===== config.mk =====
export PLATFORM = sky130hd
export DESIGN_NAME = nway_wb_cache
export DESIGN_NICKNAME = d
export VERILOG_FILES = /design/src/rtl/nway_wb_cache.sv
export SDC_FILE = /design/constraint.sdc
export NUM_CORES = 2
export LEC_CHECK = 0
export ABC_AREA = 1
export BUFFER_PORTS_ARGS = -buffer_cell sky130_fd_sc_hd__buf_2
export CAP_MARGIN = 10
export CORE_MARGIN = 2
export CORE_UTILIZATION = 40
export DETAILED_ROUTE_END_ITERATION = 16
export GPL_ROUTABILITY_DRIVEN = 0
export SETUP_SLACK_MARGIN = 0.4
export SLEW_MARGIN = 40
export SYNTH_ARGS = -nofsm -noshare
export SYNTH_HDL_FRONTEND = slang
export SYNTH_SLANG_ARGS = --single-unit

===== constraint.sdc =====
create_clock -name clk -period 8.1 [get_ports clk]
set_clock_uncertainty 0.15 [all_clocks]
set_input_delay 0.405 -clock clk [delete_from_list [all_inputs] [get_ports clk]]
set_output_delay 0.405 -clock clk [all_outputs]
set_load 0.05 [all_outputs]

===== src/rtl/nway_wb_cache.sv =====
// nway_wb_cache: N-way set-associative, write-back, write-allocate cache with age-based LRU replacement
module nway_wb_cache #(
    parameter int DATA_WIDTH   = 32,
    parameter int ADDR_WIDTH   = 32,
    parameter int NUM_WAYS     = 4,
    parameter int NUM_SETS     = 8,
    parameter int OFFSET_WIDTH = 2,
    parameter int SET_WIDTH    = $clog2(NUM_SETS),
    parameter int TAG_WIDTH    = ADDR_WIDTH - SET_WIDTH - OFFSET_WIDTH
) (
    input  logic                  clk,
    input  logic                  rst,
    input  logic                  cpu_req_valid,
    input  logic                  cpu_req_we,
    input  logic [ADDR_WIDTH-1:0] cpu_addr,
    input  logic [DATA_WIDTH-1:0] cpu_wdata,
    output logic [DATA_WIDTH-1:0] cpu_rdata,
    output logic                  cpu_ready,
    output logic                  mem_req_valid,
    output logic                  mem_req_we,
    output logic [ADDR_WIDTH-1:0] mem_addr,
    output logic [DATA_WIDTH-1:0] mem_wdata,
    input  logic                  mem_ready,
    input  logic [DATA_WIDTH-1:0] mem_rdata,
    output logic [31:0]           hit_count,
    output logic [31:0]           miss_count
);
    localparam int AGE_WIDTH = $clog2(NUM_WAYS);

    typedef enum logic [1:0] {IDLE, WRITEBACK, REFILL, RESPOND} state_t;

    state_t                state, state_n;
    logic [DATA_WIDTH-1:0] data_mem [NUM_SETS][NUM_WAYS];
    logic [TAG_WIDTH-1:0]  tag_mem  [NUM_SETS][NUM_WAYS];
    logic [AGE_WIDTH-1:0]  age      [NUM_SETS][NUM_WAYS];
    logic [NUM_WAYS-1:0]   valid    [NUM_SETS];
    logic [NUM_WAYS-1:0]   dirty    [NUM_SETS];
    logic [AGE_WIDTH-1:0]  victim_q, victim, hit_way, touch_way;
    logic                  hit, has_free, hit_acc, miss_acc, fill;
    logic [SET_WIDTH-1:0]  set;
    logic [TAG_WIDTH-1:0]  tag;
    logic                  unused_offset;

    assign set           = cpu_addr[SET_WIDTH+OFFSET_WIDTH-1:OFFSET_WIDTH];
    assign tag           = cpu_addr[ADDR_WIDTH-1 -: TAG_WIDTH];
    assign unused_offset = ^cpu_addr[OFFSET_WIDTH-1:0];
    assign hit_acc       = state == IDLE && cpu_req_valid && hit;
    assign miss_acc      = state == IDLE && cpu_req_valid && !hit;
    assign fill          = state == REFILL && mem_ready;
    assign touch_way     = fill ? victim_q : hit_way;

    // Tag match and victim choice: lowest free way, otherwise the oldest (age NUM_WAYS-1) way
    always_comb begin
        hit      = 1'b0;
        hit_way  = '0;
        has_free = 1'b0;
        victim   = '0;
        for (int w = NUM_WAYS - 1; w >= 0; w--) begin
            if (valid[set][w] && tag_mem[set][w] == tag) begin
                hit     = 1'b1;
                hit_way = AGE_WIDTH'(w);
            end
            if (!valid[set][w]) begin
                has_free = 1'b1;
                victim   = AGE_WIDTH'(w);
            end
        end
        if (!has_free)
            for (int w = 0; w < NUM_WAYS; w++)
                if (age[set][w] == AGE_WIDTH'(NUM_WAYS - 1)) victim = AGE_WIDTH'(w);
    end

    // Next-state and CPU/memory handshake outputs
    always_comb begin
        state_n       = state;
        cpu_ready     = 1'b0;
        cpu_rdata     = data_mem[set][hit_way];
        mem_req_valid = 1'b0;
        mem_req_we    = 1'b0;
        mem_addr      = {cpu_addr[ADDR_WIDTH-1:OFFSET_WIDTH], {OFFSET_WIDTH{1'b0}}};
        mem_wdata     = data_mem[set][victim_q];
        case (state)
            IDLE: if (cpu_req_valid) begin
                cpu_ready = hit;
                if (!hit) state_n = (valid[set][victim] && dirty[set][victim]) ? WRITEBACK : REFILL;
            end
            WRITEBACK: begin
                mem_req_valid = 1'b1;
                mem_req_we    = 1'b1;
                mem_addr      = {tag_mem[set][victim_q], set, {OFFSET_WIDTH{1'b0}}};
                if (mem_ready) state_n = REFILL;
            end
            REFILL: begin
                mem_req_valid = 1'b1;
                if (mem_ready) state_n = RESPOND;
            end
            default: begin
                cpu_ready = 1'b1;
                cpu_rdata = data_mem[set][victim_q];
                state_n   = IDLE;
            end
        endcase
    end

    // FSM state register
    always_ff @(posedge clk or posedge rst) begin
        if (rst) state <= IDLE;
        else     state <= state_n;
    end

    // Valid/dirty/age bookkeeping, victim capture and saturating counters
    always_ff @(posedge clk or posedge rst) begin
        if (rst) begin
            victim_q   <= '0;
            hit_count  <= '0;
            miss_count <= '0;
            for (int s = 0; s < NUM_SETS; s++) begin
                valid[s] <= '0;
                dirty[s] <= '0;
                for (int w = 0; w < NUM_WAYS; w++) age[s][w] <= AGE_WIDTH'(w);
            end
        end else begin
            if (hit_acc && hit_count != '1) hit_count <= hit_count + 32'd1;
            if (hit_acc && cpu_req_we) dirty[set][hit_way] <= 1'b1;
            if (miss_acc) victim_q <= victim;
            if (miss_acc && miss_count != '1) miss_count <= miss_count + 32'd1;
            if (fill) begin
                valid[set][victim_q] <= 1'b1;
                dirty[set][victim_q] <= cpu_req_we;
            end
            if (hit_acc || fill)
                for (int w = 0; w < NUM_WAYS; w++)
                    if (AGE_WIDTH'(w) == touch_way) age[set][w] <= '0;
                    else if (age[set][w] < age[set][touch_way]) age[set][w] <= age[set][w] + AGE_WIDTH'(1);
        end
    end

    // Word and tag storage, left unreset since valid bits gate their use
    always_ff @(posedge clk) begin
        if (hit_acc && cpu_req_we) data_mem[set][hit_way] <= cpu_wdata;
        if (fill) begin
            data_mem[set][victim_q] <= cpu_req_we ? cpu_wdata : mem_rdata;
            tag_mem[set][victim_q]  <= tag;
        end
    end
endmodule


==> run_results.csv <==
group,metric,value,unit
run_status,status,"finished clean",
route,wirelength,294,mm
final_layout,nets,8730,
placement,placed_cell_area,95500,um2
critical_path,startpoint_type,"primary input",
die,initial_core_util,40.2,%
logic_synthesis,synth_enable_flop_cells,1888,
logic_synthesis,synth_area_leaders,"edfxtp_1, nand2_1, dfrtp_1, nor2_1, inv_1",
logic_synthesis,seq_area_frac_synth,68.4,%
power,power.density,272,nW/um2
cts,cts-root-buf,"clkbuf_16",
hold_path,hold_class,"in -> reg",
global_route,overflow,0,
die,fp.dieH,479,um
global_route,antenna_found_initial,10,
cts,insertion_delay,0.89,ns
cts,path_clk_slew,0.07,ns
logic_synthesis,yosysWarnings,0,
timing,finalHoldViolCount,0,
critical_path,cp_max_fo,29,
logic_synthesis,yosysTopAreaCellShare,62.9,%
critical_path,critical_path_required,7.55,ns
critical_path,end_kind,"output port",
run,maxCapViolCount,0,
power,peakVddDrop,0.344,mV
global_route,grt_start_max_net_pins,128,
logic_synthesis,ys_ff_latch,2084,
logic_synthesis,synth_top_cell_by_area,"edfxtp_1",
logic_synthesis,netlist_instances,8365,
cts,cts_made_buffers,212,
cts,htree_levels,4,
route,wire_per_inst,25.0,um
placement,numPortBuffers,259,
die,io_pins,264,
critical_path,arrival,6.38,ns
timing,rsz0062_at_grt,"no",
global_route,grt_use_total,25.1,%
final_layout,area_growth,14.2,%
die,die_area,229000,um2
final_layout,drive_above_1_share,10.8,%
timing,setup_violations,0,
critical_path,critPathMostFrequentCell,"nand2_1",
route,drt_first_pass_iters,6,
power,power,28000,uW
die,die_w,479,um
cts,tritoncts,"done",
global_route,grt_pass1_wl,424,mm
logic_synthesis,syn_area,90100,um2
timing,drv_slew,0,
route,avgViaCountPerCell,5.59,
logic_synthesis,synth-async-reset-ratio,9.40,%
critical_path,critPathMaxStageDelay,0.77,ns
timing,period_minus_slack,6.93,ns
power,p_leak,0.0395,uW
timing,fmax,0.144,GHz
timing,relSlewSlack,37.7,%
timing,whs,0.0359,ns
timing,period_share,85.6,%
placement,dp_hpwl,179,mm
route,dr.first_iter.drc_count,7944,
cts,clockBufferDepth,3,
logic_synthesis,syn_area_per_cell,10.8,um2
cts,clock_sinks,2084,
timing,fin_tns_setup,0,ns
logic_synthesis,synth_cell_types,48,
critical_path,path_cells,"buf_4, inv_4, nor2_4, buf_4, nand3_1, nand2_1, nor2_1, nand2_1, nand2_1, nor2_1, nand2_1, nor2_1, nand2_1, o21ai_0, nand3_1, inv_1, nand2_1, inv_1, buf_4, nand2_1, a31oi_1, buf_2",
timing,tightest_slew,0.934,ns
final_layout,post-route-cell-area,103000,um2
global_route,grt_pass1_vias,61660,
route,ant_nets,0,
route,drc,0,
critical_path,slowest_stage,"a31oi_1",
logic_synthesis,ys.flop_type,"edfxtp_1",
die,num_rows,174,
die,design.core.area,224000,um2
route,dr_total_vias,65965,
critical_path,crit_type,"in -> out",
[metrics by stage]
step                instances  utilization [%]  worst slack (ns)
floorplan                8366                -              2.26
global placement        11355             42.5              1.52
detailed placement      11363             42.6              1.49
CTS                     11788             45.8              1.49
global route            11792             45.9              1.22
finish                  11793             45.9              1.17
[logic make-up (layout without fill, tap and decap cells)]
logic type      Yosys count  in the layout  share of synthesized area [%]
flops                  2084           2084                           68.4
compound gates          994            994                           7.39
simple gates           4222           4222                           19.0
fa+ha+maj                11             11                          0.153
buf+inv                 991           1424                           4.44
other cells               1              4                        0.00416
xor+xnor                 62             62                          0.603
[layout by cell type, fill, tap and decap left out, types with 117 or more instances in the layout]
cell / n
buf_4: 149
o21ai_0: 181
a21oi_1: 187
a221oi_1: 175
edfxtp_1: 1888
nand3_1: 337
nand2_1: 2958
clkbuf_16: 212
buf_2: 253
inv_1: 525
nand4_1: 191
a22o_1: 117
dfrtp_1: 164
a22oi_1: 151
nor2_1: 496
[per-layer routing]
metal | up-vias | part of all wire, % | wire, um | global-route usage (%)
met5 | - | 0.047 | 139 | 0
met4 | 12 | 4.8 | 14000 | 11.5
met3 | 635 | 10 | 29500 | 4.61
met2 | 3651 | 46 | 134000 | 39.4
met1 | 32228 | 40 | 116000 | 33.9
li1 | 29439 | - | - | -
[sequential cells by signal (all words and copies together), names as in the netlist]
signal	cells
age	64
data_mem	1024
dirty	32
hit_count	32
miss_count	32
state	2
tag_mem	864
valid	32
victim_q	2
[final cells by class]
cell class	instances	area, um2
fill	20403	121000
clock inverter	137	1450
antenna	2	5.00
timing repair buffer	466	3280
inverter	563	2150
multi-input combinational	5291	25100
tap	2992	3740
sequential	2084	61600
clock buffer	258	5570
[worst max-delay path: cells and delay by family]
kind / cells / cell delay, ns
buffers and inverters: 7 / 2.49
and+or+nand+nor: 13 / 2.05
AOI/OAI and AO/OA: 2 / 1.33
[Yosys cell counts, types with 2 or more instances]
cell and count:
a21oi_1 189, a221oi_1 175, a22o_1 117, a22oi_1 151, a31oi_1 33, and2_1 2
buf_1 62, buf_2 102, buf_4 35, buf_6 2, clkbuf_1 227, clkinv_1 10
dfrtp_1 164, dfstp_2 32, edfxtp_1 1888, ha_1 11, inv_1 544, inv_2 8
nand2_1 2959, nand2_2 11, nand3_1 337, nand3_2 4, nand3b_1 9, nand4_1 191
nor2_1 568, nor2_2 6, nor3_1 82, nor4_1 7, o2111ai_1 8, o211ai_1 6
o21ai_0 268, o21ai_1 8, o221ai_1 24, o22a_1 2, o22ai_1 9, or2_2 42
xnor2_1 28, xor2_1 34
[power breakdown]
| part | total (uW) | leakage [uW] | internal (uW) | switching, uW |
|---|---|---|---|---|
| sequential | 12600 | 0.0193 | 12300 | 239 |
| clock | 9850 | 0.00342 | 5560 | 4280 |
| combinational | 5560 | 0.0167 | 1150 | 4410 |
| total | 28000 | 0.0395 | 19000 | 8930 |
[timing repair]
| action | 4_1_cts | 5_1_grt |
|---|---|---|
| buffers inserted | 0 | 0 |
| endpoints found under the setup margin | 0 | 0 |
| hold buffers | 30 | 2 |
| hold endpoints to repair | 677 | 64 |
| resized for setup | 0 | 0 |
[path summary, 6_finish.rpt]
| kind | start | end | slack, ns | depth (start not counted) |
|---|---|---|---|---|
| worst max-delay path | cpu_addr[3] | cpu_rdata[20] | 1.17 | 22 |
| worst min-delay path | cpu_wdata[15] | data_mem[2][47] | 0.04 | 3 |
| worst max register to register | tag_mem[6][19] | data_mem[3][84] | 2.82 | 20 |
| worst min register to register | valid[30] | valid[30] | 0.30 | 2 |
| max in group asynchronous | rst | dirty[8] | 6.55 | 4 |
| min in group asynchronous | rst | miss_count[8] | 0.05 | 3 |
No activity file was read; power rests on OpenSTA's default activity.
